## src/rtl/ssram_stream_reader.sv

```systemverilog
// ssram_stream_reader
//
// Read-side engine for a 128 x 32 semi-dual-port SSRAM with a registered
// (one-cycle latency) read port. A start command walks a block of
// consecutive addresses (wrapping modulo 128) and streams the returned words
// out on a valid/ready interface at up to one word per cycle. A 2-entry
// output FIFO absorbs backpressure. Occupancy is the buffered words plus the
// read in flight, and it never exceeds 2.
//
// Ports:
//   clock        single clock for this block and the RAM read port
//   reset        synchronous, active-high; clears all state, aborts a transfer
//   start        transfer request, sampled only while idle
//   startAddress first RAM address to read
//   wordCount    number of words to transfer (0 means 128)
//   addressB     read address to the RAM
//   dataOutB     RAM read data, valid one cycle after addressB
//   dataOut      stream data (0 while dataValid is low)
//   dataValid    dataOut holds a word
//   dataReady    consumer accepts the word this cycle
//   busy         a transfer is in progress
//   done         one-cycle pulse after the last word has been accepted
//   checksum     modulo-2^32 sum of accepted words
//                (only when READER_CHECKSUM_EN is defined)
//
// Build option: define READER_CHECKSUM_EN to add the checksum port and its
// accumulator.
module ssram_stream_reader (
  input  logic        clock,
  input  logic        reset,
  input  logic        start,
  input  logic [6:0]  startAddress,
  input  logic [6:0]  wordCount,
  output logic [6:0]  addressB,
  input  logic [31:0] dataOutB,
  output logic [31:0] dataOut,
  output logic        dataValid,
  input  logic        dataReady,
  output logic        busy,
  output logic        done
`ifdef READER_CHECKSUM_EN
  ,
  output logic [31:0] checksum
`endif
);

  localparam int DATA_W = 32;
  localparam int ADDR_W = 7;
  localparam int CNT_W  = 8;

  typedef enum logic [1:0] {
    IDLE  = 2'd0,
    READ  = 2'd1,
    DRAIN = 2'd2
  } state_e;

  state_e              state_q, state_d;
  logic [ADDR_W-1:0]   ptr_q, ptr_d;
  logic [ADDR_W-1:0]   last_q;
  logic [CNT_W-1:0]    rem_q, rem_d;
  logic                inflight_q;
  logic [1:0]          cnt_q, cnt_d;
  logic                done_q, done_d;
  logic [DATA_W-1:0]   fifo0_q, fifo1_q;

  logic                accept;
  logic                issue;
  logic [1:0]          occ;

  assign dataValid = (cnt_q != 2'd0);
  assign accept    = dataValid && dataReady;
  assign occ       = cnt_q + {1'b0, inflight_q};
  // The read returning this cycle lands in the FIFO; an accepted word leaves.
  assign cnt_d     = cnt_q + {1'b0, inflight_q} - {1'b0, accept};

  // The address is live only in an issuing cycle; otherwise the last issued
  // address is held so the RAM port does not toggle needlessly.
  assign addressB  = issue ? ptr_q : last_q;
  assign dataOut   = dataValid ? fifo0_q : '0;
  assign busy      = (state_q != IDLE);
  assign done      = done_q;

  always_comb begin
    state_d = state_q;
    ptr_d   = ptr_q;
    rem_d   = rem_q;
    issue   = 1'b0;
    done_d  = 1'b0;
    unique case (state_q)
      IDLE: begin
        if (start) begin
          state_d = READ;
          ptr_d   = startAddress;
          rem_d   = (wordCount == 7'd0) ? 8'd128 : {1'b0, wordCount};
        end
      end
      READ: begin
        // A word leaving this cycle frees a slot, so a full buffer may still
        // issue; this is what keeps streaming bubble-free.
        if ((rem_q != '0) && ((occ < 2'd2) || accept)) begin
          issue = 1'b1;
          ptr_d = ptr_q + 7'd1;
          rem_d = rem_q - 8'd1;
        end
        if (rem_d == '0) state_d = DRAIN;
      end
      DRAIN: begin
        // Finish on the edge that empties the pipeline so busy drops together
        // with the done pulse and a new start can be taken right away.
        if (cnt_d == 2'd0) begin
          state_d = IDLE;
          done_d  = 1'b1;
        end
      end
      default: state_d = IDLE;
    endcase
  end

  always_ff @(posedge clock) begin
    if (reset) begin
      state_q    <= IDLE;
      ptr_q      <= '0;
      rem_q      <= '0;
      last_q     <= '0;
      inflight_q <= 1'b0;
      cnt_q      <= 2'd0;
      done_q     <= 1'b0;
    end else begin
      state_q    <= state_d;
      ptr_q      <= ptr_d;
      rem_q      <= rem_d;
      last_q     <= addressB;
      inflight_q <= issue;
      cnt_q      <= cnt_d;
      done_q     <= done_d;
    end
  end

  // FIFO storage: fifo0_q is the head. Occupancy never exceeds 2, so a
  // returning read always finds a free slot.
  always_ff @(posedge clock) begin
    case ({inflight_q, accept})
      2'b10: begin
        if (cnt_q == 2'd0) fifo0_q <= dataOutB;
        else               fifo1_q <= dataOutB;
      end
      2'b11:   fifo0_q <= dataOutB;
      2'b01:   fifo0_q <= fifo1_q;
      default: ;
    endcase
  end

`ifdef READER_CHECKSUM_EN
  logic [DATA_W-1:0] sum_q;

  always_ff @(posedge clock) begin
    if (reset) begin
      sum_q <= '0;
    end else if ((state_q == IDLE) && start) begin
      sum_q <= '0;
    end else if (accept) begin
      sum_q <= sum_q + dataOut;
    end
  end

  assign checksum = sum_q;
`endif

endmodule
```

## config.mk

```make
export PLATFORM = sky130hd
export DESIGN_NAME = ssram_stream_reader
export DESIGN_NICKNAME = d
export VERILOG_FILES = /design/src/rtl/ssram_stream_reader.sv
export SDC_FILE = /design/constraint.sdc
export NUM_CORES = 1
export LEC_CHECK = 0
export CORE_MARGIN = 10
export CORE_UTILIZATION = 45
export DETAILED_ROUTE_END_ITERATION = 8
export GPL_ROUTABILITY_DRIVEN = 1
export PLACE_DENSITY = 0.75
export SETUP_SLACK_MARGIN = 0.1
export SLEW_MARGIN = 20
export SYNTH_ARGS = -nofsm -noshare
export SYNTH_HDL_FRONTEND = slang
export SYNTH_SLANG_ARGS = --single-unit
```

## constraint.sdc

```tcl
create_clock -name clock -period 3.15 [get_ports clock]
set_input_delay 0.4725 -clock clock [delete_from_list [all_inputs] [get_ports clock]]
set_output_delay 0.4725 -clock clock [all_outputs]
set_load 0.01 [all_outputs]
```

Word level (Yosys, flattened, before mapping)
Index checks and enable logic that the tools add are counted.
- $add $sub $neg: 4
- magnitude comparators: 1
- eq/ne operators: 10
- multiplexer cells: 19
- bitwise logic cells: 2
- reductions and logical operators: 19
- operator list (operator ; number):
    one-hot mux 32 bit (3 select lines) ; 1
    2-to-1 mux 32 bit ; 2
    2-to-1 mux 8 bit ; 4
    2-to-1 mux 7 bit ; 3
    one-hot mux 8 bit (2 select lines) ; 1
    one-hot mux 7 bit (2 select lines) ; 1
    inequality test 2 bit, second input constant ; 5
    zero test 8 bit ; 1
    nonzero test 8 bit ; 1
    subtractor 8 x 1 -> 8 bit, second input constant ; 1
    adder 7 x 1 -> 7 bit, second input constant ; 1
    zero test 7 bit ; 1
    equality test 2 bit, second input constant ; 3
    zero test 2 bit ; 3
    2-to-1 mux 2 bit ; 3
    one-hot mux 2 bit (3 select lines) ; 1
    AND reduction 2 bit ; 3
    AND reduction 3 bit ; 2
    nonzero test 2 bit ; 3
    equality test 2 x 1 -> 1 bit, second input constant ; 2
    2-to-1 mux 1 bit ; 3
    nonzero test 3 bit ; 1
    adder 2 x 1 -> 2 bit ; 1
    logical AND 1 bit ; 2
    other kinds (5) ; 6
- bits in registers: 92
- input bits: 50
- output and inout port bits: 42
- logic and storage cells: 64

Logic depth before layout (Yosys ltp)
Gate-level depths: netlist of the first run.
- depth in word-level cells: 9
- depth in mapped cells: 8
- gate-level depth less buffers: 8

Worst setup path before layout of the first run
OpenSTA, ideal clock, no wires.
- path type: input -> register
- start point: input port dataReady
- end point: register fifo1_q[0], enable pin
- data arrival time: 2876 ps
- data required time: 2682 ps
- path slack: -194 ps
- cell stages on the path: 1
- path buffers: 0
- cells stage by stage: nor3b_1
- longest elaborated chain between the ends: 3
- RTL lines (what ; line ; text):
    from (decl) ; 38 ; input logic dataReady,
    logical AND 1 bit ; 71 ; assign accept = dataValid && dataReady;
    equality test 2 bit ; 142 ; case ({inflight_q, accept})
    AND reduction 2 bit (no line) ; -- ;
    to (signal assigned) ; 145 ; else fifo1_q <= dataOutB;
    to (decl) ; 64 ; logic [DATA_W-1:0] fifo0_q, fifo1_q;
No other way between the ends.
A chain may end at the register's enable or synchronous reset.

Worst setup path after layout of the first run
- start point: register inflight_q
- end point: output port addressB[4]
- longest elaborated chain between the ends: 7
- RTL lines (what ; line ; text):
    from (decl) ; 61 ; logic inflight_q;
    from (signal assigned) ; 133 ; inflight_q <= issue;
    adder 2 x 1 -> 2 bit ; 72 ; assign occ = cnt_q + {1'b0, inflight_q};
    < comparator 2 bit ; 100 ; if ((rem_q != '0) && ((occ < 2'd2) || accept)) begin
    logical OR 1 bit ; 100 ;
    logical AND 1 bit ; 100 ;
    2-to-1 mux 1 bit ; 100 ;
    2-to-1 mux 1 bit ; 89 ; unique case (state_q)
    2-to-1 mux 7 bit ; 78 ; assign addressB = issue ? ptr_q : last_q;
    to (decl) ; 34 ; output logic [6:0] addressB,
No other way between the ends.

==> key figures, run 1 <==
Global route
  – First-pass GRT wire length: 15,000 um
  – Vias in the first global route: 3,079
  – Initial antenna violation count: 0
  – Total global-route track usage: 13.8%
  – Grt total ovfl: 0
  – Maximum number of pins on one net before global-route repair: 34

Die
  – Die height: 116 um
  – Starting density of the core: 46.8%
  – DIE WIDTH: 116 um
  – Row count: 34
  – Die Footprint: 0.0134 mm^2
  – Core area: 0.00881 mm^2
  – Io pins: 92

Drt
  – Initial DRC count: 185
  – DR vias: 2,984
  – Post-DR wirelength/cell: 16.5 um
  – Detail-routed via count per cell: 5.31
  – ANT nets after route: 0
  – Post-Route WL: 9270 um
  – Drc violations: 0
  – DRT Pass-1 Iters: 4

Synthesis
  – Simple-gate share of the synthesized area: 17.8%
  – Mapped Cells: 348
  – Largest family of logic cells by synthesized area: simple AND/OR/NAND/NOR gates
  – Mux cell area share after synthesis: 8.99%
  – Syn_nets: 403
  – Synth Area in Adders: 1.52%
  – Post-synthesis compound-gate area fraction: 8.77%
  – Cell taking the most area after synthesis: edfxtp_1
  – Syn_area_per_cell: 11.8 um^2
  – Syn. warnings: 0
  – Yosys cell types: 48
  – Asr flop ratio synth: 0%
  – Share of the synthesized area in the top cell type: 46.6%
  – Post-synthesis sequential area ratio: 60.2%
  – EDFF count, synth: 64
  – Post-Synth XOR/XNOR Area: 0.638%
  – Top post-synthesis cells by area: edfxtp_1 (47%), dfxtp_1 (14%), mux2_2 (8.7%)
  – Synth Register Bits: 92
  – Ys flop type: edfxtp_1
  – Synth Cell Area: 0.00412 mm^2

Power and ir drop
  – PnR Total Power: 4.37 mW
  – Sw power: 1.43 mW
  – VDD IR max: 305 uV
  – Reg power frac: 38.4%
  – Gate power share: 41.7%
  – Pwr Density: 798 mW/mm^2
  – P_int: 2.95 mW
  – P_leak: 1.99 nW
  – Switching share of total power: 32.6%
  – Clk pwr share: 20.0%

Placed design
  – RePlAce Congestion: 0.850
  – PortBufs: 91
  – Post-DP HPWL: 6760 um
  – Placed cell areas: 0.00524 mm^2

Setup path
  – Crit start category: flip-flop
  – CP Capture Type: primary output
  – Reg2Reg Depth: 8
  – Most frequent CP cell: nand2_1
  – CP max stage cell: clkdlybuf4s50_1
  – Required @ worst endpoint: 2680 ps
  – CP Max Fanout: 8
  – Crit path DAT: 2420 ps
  – FF-to-FF End: state_q[1]$_SDFFE_PP0P_
  – CP Class: flip-flop to primary output
  – Worst-path cell chain: ha_1 > or3b_4 > o21a_1 > nand3_2 > nand2_1 > nand2_1 > clkdlybuf4s50_1
  – Worst R2R Start: inflight_q$_SDFF_PP0_
  – FF-to-FF setup slack: 710 ps
  – CP peak stage delay: 550 ps

STA
  – Setup_tns: 0 ps
  – Fin. max-slew vios: 0
  – Worst-margin pin slew: 786 ps
  – Min Tclk post-route: 2890 ps
  – Worst Skew: 10.3 ps
  – WHS: 510 ps
  – Tcrit/Tclk final: 91.9%
  – Slew headroom: 47.4%
  – Setup-failing EPs final: 0
  – Final Hold Fails: 0
  – Highest Clock Rate: 345 MHz
  – RSZ-0062 raised after global routing: true

Layout
  – Most common cell after layout, fill and taps aside: clkdlybuf4s50_1
  – Antenna Cells: 0
  – Final cell area excluding filler cells: 0.00548 mm^2
  – Layout cells sized above 1: 16.3%
  – Nets: 504
  – Commonest non-fill, non-tap cells in the layout: clkdlybuf4s50_1 (90), edfxtp_1 (64), nand2_1 (37)
  – Synth-to-Final Area Change: 33.1%
  – Util after Layout: 62.3%

Clock network
  – Clock Tree Buf Depth: 2
  – CTS clock-pin slew for the worst setup and hold paths: 90 ps
  – H-tree levels: 3
  – Post-CTS setup buffer count: 0
  – CTS Buf Count: 9
  – Root Driver: clkbuf_8
  – Clk_lat worst skew: 340 ps
  – CTS sink cnt: 92
  – TritonCTS clock tree: yes

Run
  – Maxcap violations: 0

Worst hold path
  – Hold endpoint: ptr_q[6]$_SDFFE_PP0P_
  – Hold Crit Class: flip-flop to flip-flop
  – Hold path cells: 2
  – HP Start: ptr_q[6]$_SDFFE_PP0P_

Run status
  – Outcome: complete, no violations
-- layer usage --
layer / track usage, % / up-vias / wire length (um) / part of all wire (%)
met3: 5.17 / 2 / 744 / 8.0
met5: 0 / - / 0 / 0
met4: 3.09 / 0 / 24 / 0.26
li1: - / 1455 / - / -
met1: 17.6 / 1431 / 4230 / 46
met2: 21.9 / 96 / 4270 / 46
-- synthesized netlist by cell type, types with 2 or more instances --
master and instances:
and2_1 36, a221oi_1 2, nor3b_1 3, nor2b_1 8, dfxtp_1 28, edfxtp_1 64, inv_1 9, xor2_1 2
ha_1 5, nand2b_1 4, and3_1 3, nor3_1 3, a21oi_1 13, o211ai_1 2, nand3_1 6, mux2_2 32
o2111ai_1 2, nor4_1 3, clkbuf_1 14, nor2_1 27, o21ai_0 10, a22oi_1 4, nand2_1 37, a31oi_1 5
o31ai_1 2, a22o_1 2
-- final cells by class --
type                            instances  area, um^2
Multi-Input combinational cell        233        1590
Inverter                                9        33.8
Timing Repair Buffer                  104        1020
Clock buffer                           10         128
Sequential cell                        92        2480
Tap cell                              108         135
Clock inverter                          6        93.8
Fill cell                             690        3320
-- stage by stage --
step | cells | setup WS (ps)
after floorplan | 348 | 949
after CTS | 562 | 189
after detailed placement | 546 | 167
after global placement | 546 | 201
final | 562 | 255
after global routing | 562 | 97.1
-- state kept, by name, summed over array words and instances, names as in the netlist --
| name | flops |
|---|---|
| cnt_q | 2 |
| rem_q | 8 |
| fifo0_q | 32 |
| last_q | 7 |
| inflight_q | 1 |
| fifo1_q | 32 |
| ptr_q | 7 |
| state_q | 2 |
| done | 1 |
-- worst max-delay path: cells and delay by family (launching register included) --
kind	cells	cell delay (ps)
simple gates	4	760
flops	1	360
compound gates	1	150
fa+ha+maj	1	260
buf+inv	1	550
-- cells by family after synthesis --
logic type               Yosys count
AND/OR/NAND/NOR                  139
flip-flops                        92
buffers and inverters             23
AO/OA/AOI/OAI                     53
XOR/XNOR                           3
multiplexers                      33
adder cells (fa/ha/maj)            5
-- worst max path at each step --
stage	startpoint	to	slack, ps	cells after the start
finish	inflight_q$_SDFF_PP0_	addressB[4]	260	7
global route	rem_q[0]$_SDFFE_PP0P_	addressB[3]	100	10
detailed placement	dataReady	addressB[3]	170	7
floorplan	dataReady	fifo1_q[0]$_DFFE_PP_	950	1
CTS	inflight_q$_SDFF_PP0_	addressB[6]	190	8
global placement	dataReady	addressB[6]	200	7
-- timing repair --
| action | CTS | global route |
|---|---|---|
| resized for setup | 1 | 4 |
| hold buffers | 0 | 0 |
| endpoints found under the setup margin | 7 | 7 |
-- power by group through the flow --
stage                     Combinational, mW  Sequential (mW)  Clock, mW
final                                  1.82             1.68      0.873
after CTS                              1.84             1.68      0.894
after global routing                   2.02             1.70      0.951
after floorplan                        1.05             1.68          0
after global placement                 1.81             1.70          0
after detailed placement               1.83             1.71          0
(Power assumes the default switching activity.)
==> run 2: changes to the inputs <==
==> constraint.sdc (replaced) <==
create_clock -name clock -period 3.15 [get_ports clock]
set_input_delay 0.4725 -clock clock [delete_from_list [all_inputs] [get_ports clock]]
set_output_delay 0.4725 -clock clock [all_outputs]
set_load 0.05 [all_outputs]
==> key figures, run 2 (synthesized netlist as in run 1, its figures left out) <==
Clock network
  – H-tree levels: 3
  – TritonCTS clock tree: yes
  – CTS sink cnt: 92
  – Root Driver: clkbuf_8
  – Post-CTS setup buffer count: 0
  – Clock Tree Buf Depth: 2
  – Clk_lat worst skew: 360 ps
  – CTS Buf Count: 9
  – CTS clock-pin slew for the worst setup and hold paths: 100 ps

STA
  – Highest Clock Rate: 351 MHz
  – WHS: 507 ps
  – Setup_tns: 0 ps
  – Fin. max-slew vios: 0
  – Slew headroom: 49.1%
  – Worst-margin pin slew: 761 ps
  – Min Tclk post-route: 2850 ps
  – Final Hold Fails: 0
  – Tcrit/Tclk final: 90.5%
  – Setup-failing EPs final: 0
  – Worst Skew: 9.37 ps
  – RSZ-0062 raised after global routing: false

Layout
  – Fill cell instance count of the final layout: 706
  – Antenna Cells: 0
  – Nets: 499
  – Most common cell after layout, fill and taps aside: clkdlybuf4s50_1
  – Util after Layout: 61.9%
  – Synth-to-Final Area Change: 32.3%
  – Top Registers: fifo0_q: 32 flops, fifo1_q: 32 flops, rem_q: 8 flops
  – Layout cells sized above 1: 16.5%
  – Commonest non-fill, non-tap cells in the layout: clkdlybuf4s50_1 (84), edfxtp_1 (64), nand2_1 (37)

Worst hold path
  – HP Start: ptr_q[6]$_SDFFE_PP0P_
  – Hold path cells: 2
  – Hold Crit Class: flip-flop to flip-flop
  – Hold endpoint: ptr_q[6]$_SDFFE_PP0P_

Drt
  – ANT nets after route: 0
  – Post-DR wirelength/cell: 16.7 um
  – Post-Route WL: 9330 um
  – DRT Pass-1 Iters: 4
  – Detail-routed via count per cell: 5.36
  – DR vias: 2,985
  – Initial DRC count: 120
  – Drc violations: 0

Global route
  – Total global-route track usage: 14.2%
  – Maximum number of pins on one net before global-route repair: 34
  – First-pass GRT wire length: 15,200 um
  – Initial antenna violation count: 0
  – Grt total ovfl: 0
  – Vias in the first global route: 2,969

Die
  – DIE WIDTH: 116 um
  – Core area: 0.00881 mm^2
  – Die Footprint: 0.0134 mm^2
  – Die height: 116 um
  – Starting density of the core: 46.8%
  – Io pins: 92
  – Row count: 34

Setup path
  – Most frequent CP cell: nand2_1
  – Crit start category: flip-flop
  – Crit path DAT: 2380 ps
  – CP peak stage delay: 450 ps
  – Buf/Inv on CP: 1
  – CP max stage cell: or3b_1
  – Worst-path cell chain: ha_1 > or3b_1 > o21a_1 > nand3_1 > nand2_1 > nand2_1 > buf_12
  – CP top delay family: simple AND/OR/NAND/NOR gates
  – FF-to-FF End: state_q[1]$_SDFFE_PP0P_
  – Required @ worst endpoint: 2680 ps
  – CP Class: flip-flop to primary output
  – Worst R2R Start: inflight_q$_SDFF_PP0_
  – CP Max Fanout: 9
  – Reg2Reg Depth: 7
  – FF-to-FF setup slack: 710 ps
  – CP Capture Type: primary output

Placed design
  – PortBufs: 91
  – RePlAce Congestion: 0.908
  – Post-DP HPWL: 6670 um

Power and ir drop
  – P_leak: 1.96 nW
  – PnR Total Power: 4.87 mW
  – VDD IR max: 416 uV
  – Pwr Density: 892 mW/mm^2

Run
  – Maxcap violations: 0

Run status
  – Outcome: complete, no violations
[run 2: changes by cell type in the layout (fill, tap and decap cells not counted), sizes merged]
cell           change
clkbuf             -1
inv                +2
clkinvlp           +1
dlymetal6s2s       -1
bufinv             -2
clkdlybuf4s50      -6
buf                +2
[run 2: worst max path at each step]
stage	startpoint	end	slack [ps]	cells after the start
after floorplan	inflight_q$_SDFF_PP0_	addressB[0]	860	6
after global placement	dataReady	addressB[1]	380	7
after detailed placement	dataReady	addressB[4]	320	7
after CTS	inflight_q$_SDFF_PP0_	addressB[4]	270	7
after global routing	inflight_q$_SDFF_PP0_	addressB[4]	110	7
final	inflight_q$_SDFF_PP0_	addressB[4]	300	7
[run 2: power breakdown]
part | internal (mW) | leakage (nW) | switching (mW)
clock | 0.301 | 0.0877 | 0.448
combinational | 0.903 | 1.06 | 1.53
sequential | 1.57 | 0.813 | 0.106
total | 2.78 | 1.96 | 2.09
[run 2: timing repair]
action	4_1_cts	5_1_grt
hold buffers	0	0
endpoints found under the setup margin	0	1
resized for setup	0	1
[run 2: worst reg2reg max path, stage by stage, from the launching register on]
cell and delay [ps]:
dfxtp_1 370, ha_1 260, or3b_1 450, o21ai_2 190, nor4_1 130, xor2_1 170
or4_4 560, o32ai_2 210
[run 2: metal layers]
layer	vias up	GRT usage (%)	wire length, um
met5	-	0	0
met4	0	4.59	107
met3	8	5.12	774
met2	101	21.0	4080
met1	1423	18.9	4370
li1	1453	-	-
[run 2: layout make-up]
| class | instances | area [um^2] | area share, % |
|---|---|---|---|
| clock inverters | 7 | 58.8 | 1.08 |
| well taps | 108 | 135 | 2.48 |
| repair buffers | 99 | 1040 | 19.1 |
| inverters | 9 | 33.8 | 0.620 |
| clock buffers | 9 | 124 | 2.27 |
| multi-input cells | 233 | 1580 | 28.9 |
| flip-flops and latches | 92 | 2480 | 45.5 |
[run 2: per-stage QoR]
step	setup WS [ps]	area, um^2	instances
after floorplan	864	4130	348
after global placement	376	5260	541
after detailed placement	322	5260	541
after CTS	268	5450	557
after global routing	109	5450	557
final	300	5450	557
==> run 3: changes to the inputs <==
--- a/config.mk
+++ b/config.mk
@@ -7,9 +7,10 @@
 export LEC_CHECK = 0
 export CORE_MARGIN = 10
 export CORE_UTILIZATION = 45
+export CTS_CLUSTER_DIAMETER = 60
 export DETAILED_ROUTE_END_ITERATION = 8
 export GPL_ROUTABILITY_DRIVEN = 1
-export PLACE_DENSITY = 0.75
+export PLACE_DENSITY = 0.74
 export SETUP_SLACK_MARGIN = 0.1
 export SLEW_MARGIN = 20
 export SYNTH_ARGS = -nofsm -noshare
==> key figures, run 3 (synthesized netlist as in run 1, its figures left out) <==
Placed design
  – Post-DP HPWL: 6850 um
  – PortBufs: 91
  – Placed cell areas: 0.00526 mm^2
  – Pre-CTS WS: 316 ps
  – RePlAce Congestion: 0.884

STA
  – RSZ-0062 raised after global routing: false
  – Min Tclk post-route: 2860 ps
  – Setup_tns: 0 ps
  – Highest Clock Rate: 350 MHz
  – Slew headroom: 54.1%
  – Tcrit/Tclk final: 90.7%
  – Worst-margin pin slew: 686 ps
  – Setup ws final: 293 ps
  – Worst Skew: 12.0 ps
  – Final Hold Fails: 0
  – Setup-failing EPs final: 0
  – Fin. max-slew vios: 0

Setup path
  – FF-to-FF setup slack: 730 ps
  – CP Capture Type: primary output
  – Required @ worst endpoint: 2680 ps
  – Crit path DAT: 2380 ps
  – CP Max Fanout: 9
  – CP Class: flip-flop to primary output
  – Crit start category: flip-flop

Drt
  – DR vias: 2,975
  – Post-Route WL: 9340 um
  – Post-DR wirelength/cell: 16.8 um
  – ANT nets after route: 0
  – Drc violations: 0
  – Initial DRC count: 170
  – Detail-routed via count per cell: 5.35
  – DRT Pass-1 Iters: 4

Layout
  – Most common cell after layout, fill and taps aside: clkdlybuf4s50_1
  – Total area of sequential cells: 0.00248 mm^2
  – Util after Layout: 61.8%
  – Fill cell instance count of the final layout: 705
  – Commonest non-fill, non-tap cells in the layout: clkdlybuf4s50_1 (84), edfxtp_1 (64), nand2_1 (37)
  – Nets: 498
  – Layout cells sized above 1: 16.5%
  – Final cell area excluding filler cells: 0.00544 mm^2
  – Top Registers: fifo0_q: 32 flops, fifo1_q: 32 flops, rem_q: 8 flops
  – Area of the multi-input gates: 0.00158 mm^2
  – Synth-to-Final Area Change: 32.1%
  – Antenna Cells: 0

Clock network
  – Post-CTS setup buffer count: 0
  – Post-CTS Resized: 0
  – CTS Buf Count: 9
  – Clock Tree Buf Depth: 2
  – Clk_lat worst skew: 350 ps
  – TritonCTS clock tree: yes
  – CTS clock-pin slew for the worst setup and hold paths: 90 ps
  – CTS sink cnt: 92
  – Root Driver: clkbuf_8
  – H-tree levels: 3
  – Hold-fix buffers, CTS: 0

Run status
  – Outcome: complete, no violations

Global route
  – Total global-route track usage: 13.8%
  – First-pass GRT wire length: 14,800 um
  – Maximum number of pins on one net before global-route repair: 34
  – Grt total ovfl: 0
  – Initial antenna violation count: 0
  – Vias in the first global route: 2,992

Power and ir drop
  – VDD IR max: 390 uV
  – Pwr Density: 889 mW/mm^2
  – PnR Total Power: 4.84 mW
  – P_leak: 1.96 nW

Die
  – Die Footprint: 0.0134 mm^2
  – Io pins: 92
  – Core area: 0.00881 mm^2
  – Starting density of the core: 46.8%
  – Die height: 116 um
  – DIE WIDTH: 116 um
  – Row count: 34

Run
  – Maxcap violations: 0

Worst hold path
  – Hold Crit Class: flip-flop to flip-flop
run 3: stage by stage:
| step | hold WS [ps] | cells |
|---|---|---|
| floorplan | 467 | 348 |
| global placement | 498 | 540 |
| detailed placement | 494 | 540 |
| CTS | 507 | 556 |
| global route | 538 | 556 |
| finish | 513 | 556 |
run 3: worst max-delay path, stage by stage, from the launching register on:
cell and delay (ps):
dfxtp_1 370, ha_1 260, or3b_1 460, o21a_1 220, nand3_1 340, nand2_1 90
nand2_1 150, buf_12 150
run 3: report_power, final:
group	total, mW	switching (mW)	internal [mW]
Sequential	1.68	0.106	1.57
Combinational	2.43	1.53	0.901
Clock	0.730	0.431	0.299
Total	4.84	2.07	2.78
run 3: final cells by class:
cell class,count,share of cell area (%)
sequential,92,45.6
multi-input combinational,233,29.0
timing repair buffer,98,19.0
tap,108,2.48
clock buffer,9,2.28
clock inverter,7,1.06
inverter,9,0.621
run 3: layer usage:
layer  global-route usage (%)  share of wire, %  up-vias
met1                     17.0                44     1416
met3                     6.10               9.0        8
met4                     3.00              0.65        0
met5                        0                 0        -
li1                         -                 -     1450
met2                     22.0                46      101
run 3: worst paths after layout:
check                                                to  depth (start not counted)                  start
worst max-delay path                        addressB[6]                          7  inflight_q$_SDFF_PP0_
worst min-delay path              ptr_q[6]$_SDFFE_PP0P_                          2  ptr_q[6]$_SDFFE_PP0P_
worst max register to register  state_q[1]$_SDFFE_PP0P_                          7  inflight_q$_SDFF_PP0_
worst min register to register    ptr_q[6]$_SDFFE_PP0P_                          2  ptr_q[6]$_SDFFE_PP0P_
